$ cat config.mk
export PLATFORM = sky130hd
export DESIGN_NAME = mem_arbiter_flat
export DESIGN_NICKNAME = d
export VERILOG_FILES = /design/src/rtl/mem_arbiter_pkg.sv /design/src/rtl/mem_arbiter_if.sv /design/src/rtl/mem_arbiter.sv /design/src/flat_wrapper.sv
export SDC_FILE = /design/constraint.sdc
export NUM_CORES = 1
export LEC_CHECK = 0
export ABC_AREA = 0
export BUFFER_PORTS_ARGS = -buffer_cell sky130_fd_sc_hd__buf_2
export CAP_MARGIN = 20
export CORE_ASPECT_RATIO = 0.6
export CORE_UTILIZATION = 40
export CTS_BUF_LIST = sky130_fd_sc_hd__clkbuf_16
export CTS_CLUSTER_SIZE = 28
export DETAILED_ROUTE_END_ITERATION = 8
export PLACE_DENSITY_LB_ADDON = 0.25
export SKIP_CTS_REPAIR_TIMING = 1
export SLEW_MARGIN = 20
export SYNTH_ARGS = -nofsm -noshare
export SYNTH_HDL_FRONTEND = slang
export SYNTH_SLANG_ARGS = --single-unit
export TNS_END_PERCENT = 100
$ cat constraint.sdc
create_clock -name clk -period 2.38 [get_ports clk]
set_input_delay 0.238 -clock clk [delete_from_list [all_inputs] [get_ports clk]]
set_output_delay 0.238 -clock clk [all_outputs]
set_load 0.03 [all_outputs]
$ cat src/rtl/mem_arbiter_pkg.sv
// Shared widths, state encodings and payload types for the memory arbiter.
package mem_arbiter_pkg;

    localparam int unsigned W_ADDR   = 32;
    localparam int unsigned W_DATA   = 32;
    localparam int unsigned W_ARB_ST = 2;

    // Arbiter FSM states
    typedef enum logic [W_ARB_ST-1:0] {
        ST_IDLE    = 2'd0,
        ST_IF_BUSY = 2'd1,
        ST_EX_BUSY = 2'd2
    } arb_state_t;

    // Outcome of one arbitration decision
    typedef enum logic [1:0] {
        GNT_NONE = 2'd0,
        GNT_IF   = 2'd1,
        GNT_EX   = 2'd2
    } grant_t;

    // Command latched towards the memory port for the duration of an access
    typedef struct packed {
        logic              we;
        logic [W_ADDR-1:0] addr;
        logic [W_DATA-1:0] wdata;
    } mem_cmd_t;

endpackage

$ cat src/rtl/mem_arbiter_if.sv
// Bundle of the IF, EX and memory-port signals around the arbiter.
interface mem_arbiter_if;
    import mem_arbiter_pkg::*;

    logic              if_req_i;
    logic [W_ADDR-1:0] if_addr_i;
    logic              if_ack_o;
    logic [W_DATA-1:0] if_rdata_o;

    logic              ex_req_i;
    logic              ex_we_i;
    logic [W_ADDR-1:0] ex_addr_i;
    logic [W_DATA-1:0] ex_wdata_i;
    logic              ex_ack_o;
    logic [W_DATA-1:0] ex_rdata_o;

    logic              mem_req_o;
    logic              mem_we_o;
    logic [W_ADDR-1:0] mem_addr_o;
    logic [W_DATA-1:0] mem_wdata_o;
    logic [W_DATA-1:0] mem_rdata_i;
    logic              mem_ack_i;

    logic              busy_o;

    // Arbiter side
    modport slave (
        input  if_req_i, if_addr_i,
        output if_ack_o, if_rdata_o,
        input  ex_req_i, ex_we_i, ex_addr_i, ex_wdata_i,
        output ex_ack_o, ex_rdata_o,
        output mem_req_o, mem_we_o, mem_addr_o, mem_wdata_o,
        input  mem_rdata_i, mem_ack_i,
        output busy_o
    );

    // Requester / memory-model side
    modport master (
        output if_req_i, if_addr_i,
        input  if_ack_o, if_rdata_o,
        output ex_req_i, ex_we_i, ex_addr_i, ex_wdata_i,
        input  ex_ack_o, ex_rdata_o,
        input  mem_req_o, mem_we_o, mem_addr_o, mem_wdata_o,
        output mem_rdata_i, mem_ack_i,
        input  busy_o
    );

endinterface

$ cat src/rtl/mem_arbiter.sv
// Shares the single-port main memory between instruction fetch and load/store.
// One access outstanding at a time; EX has priority unless it won the last grant.
module mem_arbiter
    import mem_arbiter_pkg::*;
(
    input  logic          clk,
    input  logic          rst,
    mem_arbiter_if.slave  bus
);

    arb_state_t        state;
    logic              last_ex;
    mem_cmd_t          cmd;
    logic              mem_req;
    logic              if_ack;
    logic              ex_ack;
    logic              busy;
    logic [W_DATA-1:0] if_rdata;
    logic [W_DATA-1:0] ex_rdata;
    grant_t            grant;

    // EX wins ties unless it holds the previous grant and IF is waiting
    function automatic grant_t arb_pick(input logic if_req, input logic ex_req,
                                        input logic prev_ex);
        grant_t g;
        g = GNT_NONE;
        if (ex_req && !(prev_ex && if_req)) begin
            g = GNT_EX;
        end else if (if_req) begin
            g = GNT_IF;
        end
        return g;
    endfunction

    // A requester being acked this cycle still shows its old req; mask it out
    always_comb begin
        grant = arb_pick(bus.if_req_i && !if_ack, bus.ex_req_i && !ex_ack, last_ex);
    end

    // Access sequencer: grant, hold the memory command, return data and ack
    always_ff @(posedge clk or negedge rst) begin
        if (!rst) begin
            state    <= ST_IDLE;
            last_ex  <= 1'b0;
            cmd      <= '0;
            mem_req  <= 1'b0;
            if_ack   <= 1'b0;
            ex_ack   <= 1'b0;
            busy     <= 1'b0;
            if_rdata <= '0;
            ex_rdata <= '0;
        end else begin
            if_ack <= 1'b0;
            ex_ack <= 1'b0;
            case (state)
                ST_IDLE: begin
                    if (grant == GNT_EX) begin
                        state   <= ST_EX_BUSY;
                        busy    <= 1'b1;
                        mem_req <= 1'b1;
                        last_ex <= 1'b1;
                        cmd     <= '{we: bus.ex_we_i, addr: bus.ex_addr_i,
                                     wdata: bus.ex_wdata_i};
                    end else if (grant == GNT_IF) begin
                        state   <= ST_IF_BUSY;
                        busy    <= 1'b1;
                        mem_req <= 1'b1;
                        last_ex <= 1'b0;
                        cmd     <= '{we: 1'b0, addr: bus.if_addr_i,
                                     wdata: cmd.wdata};
                    end
                end
                ST_IF_BUSY: begin
                    if (bus.mem_ack_i) begin
                        state    <= ST_IDLE;
                        busy     <= 1'b0;
                        mem_req  <= 1'b0;
                        if_ack   <= 1'b1;
                        if_rdata <= bus.mem_rdata_i;
                    end
                end
                ST_EX_BUSY: begin
                    if (bus.mem_ack_i) begin
                        state   <= ST_IDLE;
                        busy    <= 1'b0;
                        mem_req <= 1'b0;
                        ex_ack  <= 1'b1;
                        // Stores leave the load-data register untouched
                        if (!cmd.we) begin
                            ex_rdata <= bus.mem_rdata_i;
                        end
                    end
                end
                default: begin
                    state   <= ST_IDLE;
                    busy    <= 1'b0;
                    mem_req <= 1'b0;
                end
            endcase
        end
    end

    // Registered outputs onto the bus
    assign bus.mem_req_o   = mem_req;
    assign bus.mem_we_o    = cmd.we;
    assign bus.mem_addr_o  = cmd.addr;
    assign bus.mem_wdata_o = cmd.wdata;
    assign bus.if_ack_o    = if_ack;
    assign bus.if_rdata_o  = if_rdata;
    assign bus.ex_ack_o    = ex_ack;
    assign bus.ex_rdata_o  = ex_rdata;
    assign bus.busy_o      = busy;

endmodule

$ cat src/flat_wrapper.sv
// flat-port wrapper written by rule: the top's interface ports become plain ports
module mem_arbiter_flat import mem_arbiter_pkg::*;
  (clk, rst, bus_if_req_i, bus_if_addr_i, bus_if_ack_o, bus_if_rdata_o, bus_ex_req_i, bus_ex_we_i, bus_ex_addr_i, bus_ex_wdata_i, bus_ex_ack_o, bus_ex_rdata_o, bus_mem_req_o, bus_mem_we_o, bus_mem_addr_o, bus_mem_wdata_o, bus_mem_rdata_i, bus_mem_ack_i, bus_busy_o);
  mem_arbiter_if bus_i ();
  input  logic clk;
  input  logic rst;
  input wire logic [$bits(bus_i.if_req_i)-1:0] bus_if_req_i;
  input wire logic [$bits(bus_i.if_addr_i)-1:0] bus_if_addr_i;
  output wire logic [$bits(bus_i.if_ack_o)-1:0] bus_if_ack_o;
  output wire logic [$bits(bus_i.if_rdata_o)-1:0] bus_if_rdata_o;
  input wire logic [$bits(bus_i.ex_req_i)-1:0] bus_ex_req_i;
  input wire logic [$bits(bus_i.ex_we_i)-1:0] bus_ex_we_i;
  input wire logic [$bits(bus_i.ex_addr_i)-1:0] bus_ex_addr_i;
  input wire logic [$bits(bus_i.ex_wdata_i)-1:0] bus_ex_wdata_i;
  output wire logic [$bits(bus_i.ex_ack_o)-1:0] bus_ex_ack_o;
  output wire logic [$bits(bus_i.ex_rdata_o)-1:0] bus_ex_rdata_o;
  output wire logic [$bits(bus_i.mem_req_o)-1:0] bus_mem_req_o;
  output wire logic [$bits(bus_i.mem_we_o)-1:0] bus_mem_we_o;
  output wire logic [$bits(bus_i.mem_addr_o)-1:0] bus_mem_addr_o;
  output wire logic [$bits(bus_i.mem_wdata_o)-1:0] bus_mem_wdata_o;
  input wire logic [$bits(bus_i.mem_rdata_i)-1:0] bus_mem_rdata_i;
  input wire logic [$bits(bus_i.mem_ack_i)-1:0] bus_mem_ack_i;
  output wire logic [$bits(bus_i.busy_o)-1:0] bus_busy_o;
  assign bus_i.if_req_i = bus_if_req_i;
  assign bus_i.if_addr_i = bus_if_addr_i;
  assign bus_if_ack_o = bus_i.if_ack_o;
  assign bus_if_rdata_o = bus_i.if_rdata_o;
  assign bus_i.ex_req_i = bus_ex_req_i;
  assign bus_i.ex_we_i = bus_ex_we_i;
  assign bus_i.ex_addr_i = bus_ex_addr_i;
  assign bus_i.ex_wdata_i = bus_ex_wdata_i;
  assign bus_ex_ack_o = bus_i.ex_ack_o;
  assign bus_ex_rdata_o = bus_i.ex_rdata_o;
  assign bus_mem_req_o = bus_i.mem_req_o;
  assign bus_mem_we_o = bus_i.mem_we_o;
  assign bus_mem_addr_o = bus_i.mem_addr_o;
  assign bus_mem_wdata_o = bus_i.mem_wdata_o;
  assign bus_i.mem_rdata_i = bus_mem_rdata_i;
  assign bus_i.mem_ack_i = bus_mem_ack_i;
  assign bus_busy_o = bus_i.busy_o;
  mem_arbiter u_core (.clk(clk), .rst(rst), .bus(bus_i));
endmodule
==> results by group, run 1 <==
Clocking
  – TritonCTS clock tree: yes
  – Clk_lat worst skew: 410 ps
  – CTS Sinks: 135
  – H-tree lvl count: 4
  – Maximum buffer depth of the clock tree: 2
  – CTS Root Cell: clkbuf_16
  – Clk slew on worst S/H paths: 60 ps
  – CTS Buf Count: 17

Drt
  – DR WL/cell: 17.1 um
  – Met2 wire length: 7.58 mm
  – M1 WL: 6.84 mm
  – Total Wirelength: ~16 mm
  – Drt drc: 0
  – Via/cell ratio: 5.21
  – Uppermost layer routed: met4
  – Antenna Nets Post-Route: 0
  – First DRT Iteration DRCs: 419
  – Drt pass-1 iters: 5
  – Met3 wire length: ~1.4 mm
  – Routed via count: 4859

Synthesis
  – Synthesized area: 5960 um^2
  – Mean area per synthesized cell: 12.8 um^2
  – Netlist cell types: 30
  – Net Count, Synth: 601
  – Yosys warnings: 0
  – Post-synthesis sequential area ratio: 0.567
  – Flops & latches, synth: between 100 and 150
  – Gate Count Post-Synth: roughly 460

GRT
  – Largest net degree at the start of global routing: 67
  – Grt total ovfl: 0
  – GRT Resource Usage Total: 0.204
  – First-pass GRT wire length: 24.4 mm
  – Initial antenna violation count: 1
  – Vias in the first global route: 4673

Setup path
  – Worst setup SP type: flop
  – Worst-path fanout max: 34
  – Worst Reg-to-Reg Cells: 6
  – CP Data Required Time: about 2700 ps
  – CP Class: reg2reg
  – Critical Path End Type: flop
  – CP arrival: 2150 ps

Power
  – Cell Pwr Density: 1600 nW/um^2
  – Leak: 4.08 nW
  – Highest ir drop seen on vdd: 0.759 mV

STA
  – Setup TNS: 0 ps
  – Slew HR: 0.581
  – Clk_skew: 8.88 ps
  – Crit share post-route: 0.787
  – Crit path time final: roughly 1900 ps
  – Max Clk Rate: 534 MHz
  – Final Hold Vio Count: 0
  – Worst slew pin tran: 629 ps
  – # setup viols final: 0
  – Pins Over Slew Limit: 0
  – RSZ-0062 raised after global routing: false

Die
  – Die W: 160 um
  – Core Rows: 34
  – Total I/O pin count: 267
  – Die area: 15400 um^2
  – Core box area: 14500 um^2
  – Die Height: around 97 um
  – Starting density of the core: 0.411

Hold path
  – Worst hold stages: 2
  – Worst hold path type: in2reg

Flow run
  – Max cap viols: 0

Placement
  – Final HPWL DP: between 10 and 15 mm
  – Routability Congestion: 0.861
  – Port bufs: 266
  – Cell Count Post-Placement: 899

Finish
  – Register area: 3380 um^2
  – Layout fillers: 1251
  – Most common cell after layout, fill and taps aside: buf_2
  – Nets: 858
  – Area Overhead vs Synth: 35.7%
  – Non-filler cells, final: 932
  – Layout cells sized above 1: 0.548
  – ANT cells: 0
  – Most frequent cells in the layout: buf_2, dfrtp_1, mux2_2
  – Area of the multi-input gates: 2250 um^2

Run status
  – Outcome: complete, no violations
[critical path, stage by stage (launching register included)]
cell	delay (ps)
dfrtp_1	400
inv_1	110
ha_1	320
inv_2	90
nor3_4	220
buf_12	230
mux2_1	360
[synthesized netlist by cell type (all sizes together)]
master	count	share of area
dfrtp	135	0.57
mux2	96	0.18
inv	36	0.023
o21ai	34	0.029
and3b	33	0.048
a221oi	32	0.047
a22oi	32	0.040
clkbuf	27	0.017
buf	16	0.017
nand2b	4	0.0042
ha	3	0.0063
nor2b	3	0.0031
nand4	2	0.0021
a21o	1	0.0013
a21oi	1	0.00084
a22o	1	0.0015
a31oi	1	0.0011
and2	1	0.0011
nand2	1	0.00063
nand3b	1	0.0013
nor3	1	0.0027
o2111ai	1	0.0015
o211ai	1	0.0013
o22a	1	0.0015
[where the power goes]
| group | switching, mW | total [mW] | leakage [nW] | internal (mW) |
|---|---|---|---|---|
| Sequential | 0.612 | 4.08 | 1.59 | 3.46 |
| Combinational | 4.03 | 6.19 | 2.19 | 2.16 |
| Clock | 1.02 | 2.68 | 0.299 | 1.66 |
| Total | 5.66 | 12.9 | 4.08 | 7.28 |
[cell families after synthesis]
kind of cell               share of synthesized area
DFF                                            0.567
adders and majority gates                    0.00630
muxes                                          0.181
and+or+nand+nor                               0.0636
AOI/OAI and AO/OA                              0.125
buffers and inverters                         0.0571
[layer usage]
| layer | vias up | global-route usage |
|---|---|---|
| met3 | 20 | 0.0670 |
| met5 | - | 0 |
| met4 | 0 | 0.0617 |
| met1 | 2390 | 0.257 |
| met2 | 242 | 0.339 |
| li1 | 2207 | - |
[metrics by stage]
step / worst slack (ps) / instance area, um^2 / total power [mW] / hold slack, ps / util
6_report: 507 / 8090 / 12.9 / 44.9 / 0.557
5_1_grt: 402 / 8090 / 13.7 / 30.4 / 0.557
4_1_cts: 509 / 8080 / 13.1 / -156 / 0.557
3_5_place_dp: 522 / 7480 / 10.3 / 288 / 0.515
3_3_place_gp: 593 / 7480 / 10.2 / 276 / 0.515
2_1_floorplan: 585 / 5960 / 8.43 / -57.6 / -
[layout make-up]
type | instances | area share
inverters | 36 | 0.0167
clock buffers | 17 | 0.0526
repair buffers | 281 | 0.183
well taps | 198 | 0.0306
flip-flops and latches | 135 | 0.418
multi-input cells | 250 | 0.278
clock inverters | 15 | 0.0217
[sequential cells by signal, indices dropped and copies added, names as in the netlist]
name,flops
u_core.bus.mem_addr_o,32
u_core.bus.if_ack_o,1
u_core.state,2
u_core.bus.ex_rdata_o,32
u_core.bus.mem_req_o,1
u_core.bus.mem_wdata_o,32
u_core.last_ex,1
u_core.bus.if_rdata_o,32
u_core.bus.ex_ack_o,1
u_core.bus.mem_we_o,1
[path summary, 6_finish.rpt]
kind	from	end	slack, ps
max in group asynchronous	rst	u_core.bus.if_rdata_o[15]	1300
setup / recovery	u_core.state[0]	u_core.bus.mem_wdata_o[4]	510
setup reg to reg	u_core.state[0]	u_core.bus.mem_wdata_o[4]	510
hold / removal	bus_ex_wdata_i[13]	u_core.bus.mem_wdata_o[13]	40
hold reg to reg	u_core.bus.mem_wdata_o[3]	u_core.bus.mem_wdata_o[3]	480
min in group asynchronous	rst	u_core.bus.if_rdata_o[7]	400
Power figures use the tool's default switching activity.
==> inputs of run 2 (changes only) <==
==> constraint.sdc (replaced) <==
create_clock -name clk -period 1.6 [get_ports clk]
set_input_delay 0.16 -clock clk [delete_from_list [all_inputs] [get_ports clk]]
set_output_delay 0.16 -clock clk [all_outputs]
set_load 0.03 [all_outputs]
==> run 2 against run 1 <==
Against the previous run:
- the run now ends with negative setup slack left
- via count rose by 4.0%
- clock power rose by 49%
- clock skew rose by 0.95 ps
- utilization rose by 5.9 points
- worst setup slack got worse by 570 ps
- global-route usage rose by 0.44 points
- routed wire length rose by 11%
- total power rose by 54%
- cell area rose by 11%
==> results by group, run 2 (synthesis results as in run 1) <==
GRT
  – Grt total ovfl: 0 (unchanged)
  – Initial antenna violation count: 0 (-1)
  – Largest net degree at the start of global routing: 69 (+3.0%)
  – Vias in the first global route: 4766 (+2.0%)
  – GRT Resource Usage Total: 0.209 (+0.00439)
  – First-pass GRT wire length: 25.1 mm (+2.7%)

Setup path
  – Worst setup SP type: flop
  – Worst-path fanout max: 5 (-85%)
  – Slowest stage cell, crit path: dfrtp_1
  – CP Class: reg2reg
  – Critical Path End Type: flop
  – CP cell instances: inv_2 > ha_4 > inv_4 > nor3_4 > clkbuf_16 > buf_4 > mux2_2
  – CP Data Required Time: 1880 ps (-780 ps)
  – CP arrival: 1940 ps (-210 ps)
  – Max incr delay on CP: 400 ps (about the same)

Clocking
  – TritonCTS clock tree: yes
  – CTS Root Cell: clkbuf_16
  – H-tree lvl count: 4 (unchanged)
  – Clk slew on worst S/H paths: 60 ps (about the same)
  – Maximum buffer depth of the clock tree: 2 (unchanged)
  – CTS Sinks: 135 (unchanged)
  – Clk_lat worst skew: 400 ps (about the same)
  – CTS Buf Count: 17 (unchanged)

Run status
  – Outcome: finished with violations
  – Failing checks: negative setup slack

Finish
  – ANT cells: 0 (unchanged)
  – Layout cells sized above 1: 0.529 (-0.0185)
  – Util after Layout: 0.616 (+0.0586)
  – Most common cell after layout, fill and taps aside: buf_2
  – Nets: 929 (+8.3%)
  – Most frequent cells in the layout: buf_2, dfrtp_1, mux2_2
  – Area Overhead vs Synth: 49.9%

Power
  – Cell Pwr Density: 2240 nW/um^2 (+40%)
  – Net Sw Power: 8.68 mW (+53%)
  – Leak: 4.45 nW (+9.0%)
  – Comb pwr share: 0.497 (+0.019)
  – Int Pwr: 11.3 mW (+55%)
  – Highest ir drop seen on vdd: 1.25 mV (+65%)
  – Flop pwr share: 0.303 (-0.012)
  – Clk network pwr share: 0.200 (-0.007)
  – Sw Ratio: 0.435 (-0.00285)
  – Total power: 20.0 mW (+54%)

Die
  – Die W: 160 um (unchanged)
  – Core box area: 14500 um^2 (unchanged)
  – Die Height: 96.5 um (unchanged)
  – Die area: 15400 um^2 (unchanged)
  – Total I/O pin count: 267 (unchanged)
  – Starting density of the core: 0.411 (unchanged)
  – Core Rows: 34 (unchanged)

STA
  – Final Hold Vio Count: 0 (unchanged)
  – Pins Over Slew Limit: 0 (unchanged)
  – Max Clk Rate: 603 MHz (+13%)
  – Clk_skew: 9.83 ps (+0.954 ps)
  – Crit path time final: 1660 ps (-214 ps)
  – Crit share post-route: 1.04 (+0.250)
  – # setup viols final: 32 (+32)
  – Slew HR: 0.673 (+0.0921)
  – RSZ-0062 raised after global routing: true
  – Worst slew pin tran: 491 ps (-138 ps)
  – Final WS setup: -58.7 ps (-566 ps)

Drt
  – Uppermost layer routed: met4
  – Met3 wire length: 1.20 mm (-12%)
  – First DRT Iteration DRCs: 216 (-48%)
  – Via/cell ratio: 5.04 (-3.3%)
  – Met2 wire length: 8.56 mm (+13%)
  – Drt pass-1 iters: 7 (+2)
  – M1 WL: 7.89 mm (+15%)
  – Routed via count: 5055 (+4.0%)
  – Drt drc: 0 (unchanged)
  – DR WL/cell: 17.7 um (+3.3%)
  – Total Wirelength: 17.7 mm (+11%)
  – Antenna Nets Post-Route: 0 (unchanged)

Hold path
  – Worst hold path type: in2reg

Flow run
  – Max cap viols: 0 (unchanged)

Placement
  – Port bufs: 266 (unchanged)
  – Final HPWL DP: 11.3 mm (-0.21%)
  – Routability Congestion: 0.808 (-6.2%)
-- run 2: routing by layer --
| layer | track usage | up-vias |
|---|---|---|
| met1 | 0.270 | 2495 |
| met5 | 0 | - |
| met4 | 0.0393 | 0 |
| met3 | 0.0751 | 6 |
| met2 | 0.342 | 196 |
| li1 | - | 2358 |
-- run 2: per-stage QoR --
step	setup slack, ps	cell area, um^2	cells	TNS [ps]	hold WS (ps)
after floorplan	-122	6000	464	-3310	-136
after global placement	5.91	7610	904	0	66.5
after detailed placement	-37.3	7610	904	-596	71.6
after CTS	-49.0	8210	936	-909	-368
after global routing	-142	8940	1003	-4080	-0.893
final	-58.7	8940	1003	-1180	11.5
-- run 2: power by group through the flow --
stage               clock network (mW)  registers (mW)  logic [mW]
floorplan                            0            9.40        3.21
global placement                     0            5.98        9.37
detailed placement                   0            6.06        9.55
CTS                               4.09            6.04        9.56
global route                      4.26            6.28        10.6
finish                            3.99            6.06        9.93
-- run 2: critical path: cells and delay by family, from the launching register on --
family | cells | cell delay [ps]
DFF | 1 | 400
muxes | 1 | 330
and+or+nand+nor | 1 | 200
adders and majority gates | 1 | 150
buffers and inverters | 4 | 470
-- run 2: area by class of cell --
class                      instances  area (um^2)
clock inverter                    15          176
timing repair buffer             352         2290
inverter                          36          138
clock buffer                      17          425
sequential                       135         3380
fill                            1146         5570
tap                              198          248
multi-input combinational        250         2280
-- run 2: final timing paths --
path,start,end,slack [ps],cells past startpoint
worst min-delay path,bus_mem_rdata_i[20],u_core.bus.ex_rdata_o[20],10,2
worst max-delay path,u_core.state[1],u_core.bus.mem_wdata_o[9],-60,7
max in group asynchronous,rst,u_core.bus.mem_addr_o[19],780,3
worst max register to register,u_core.state[1],u_core.bus.mem_wdata_o[9],-60,7
worst min register to register,u_core.bus.mem_wdata_o[22],u_core.bus.mem_wdata_o[22],480,1
min in group asynchronous,rst,u_core.bus.if_rdata_o[2],210,2
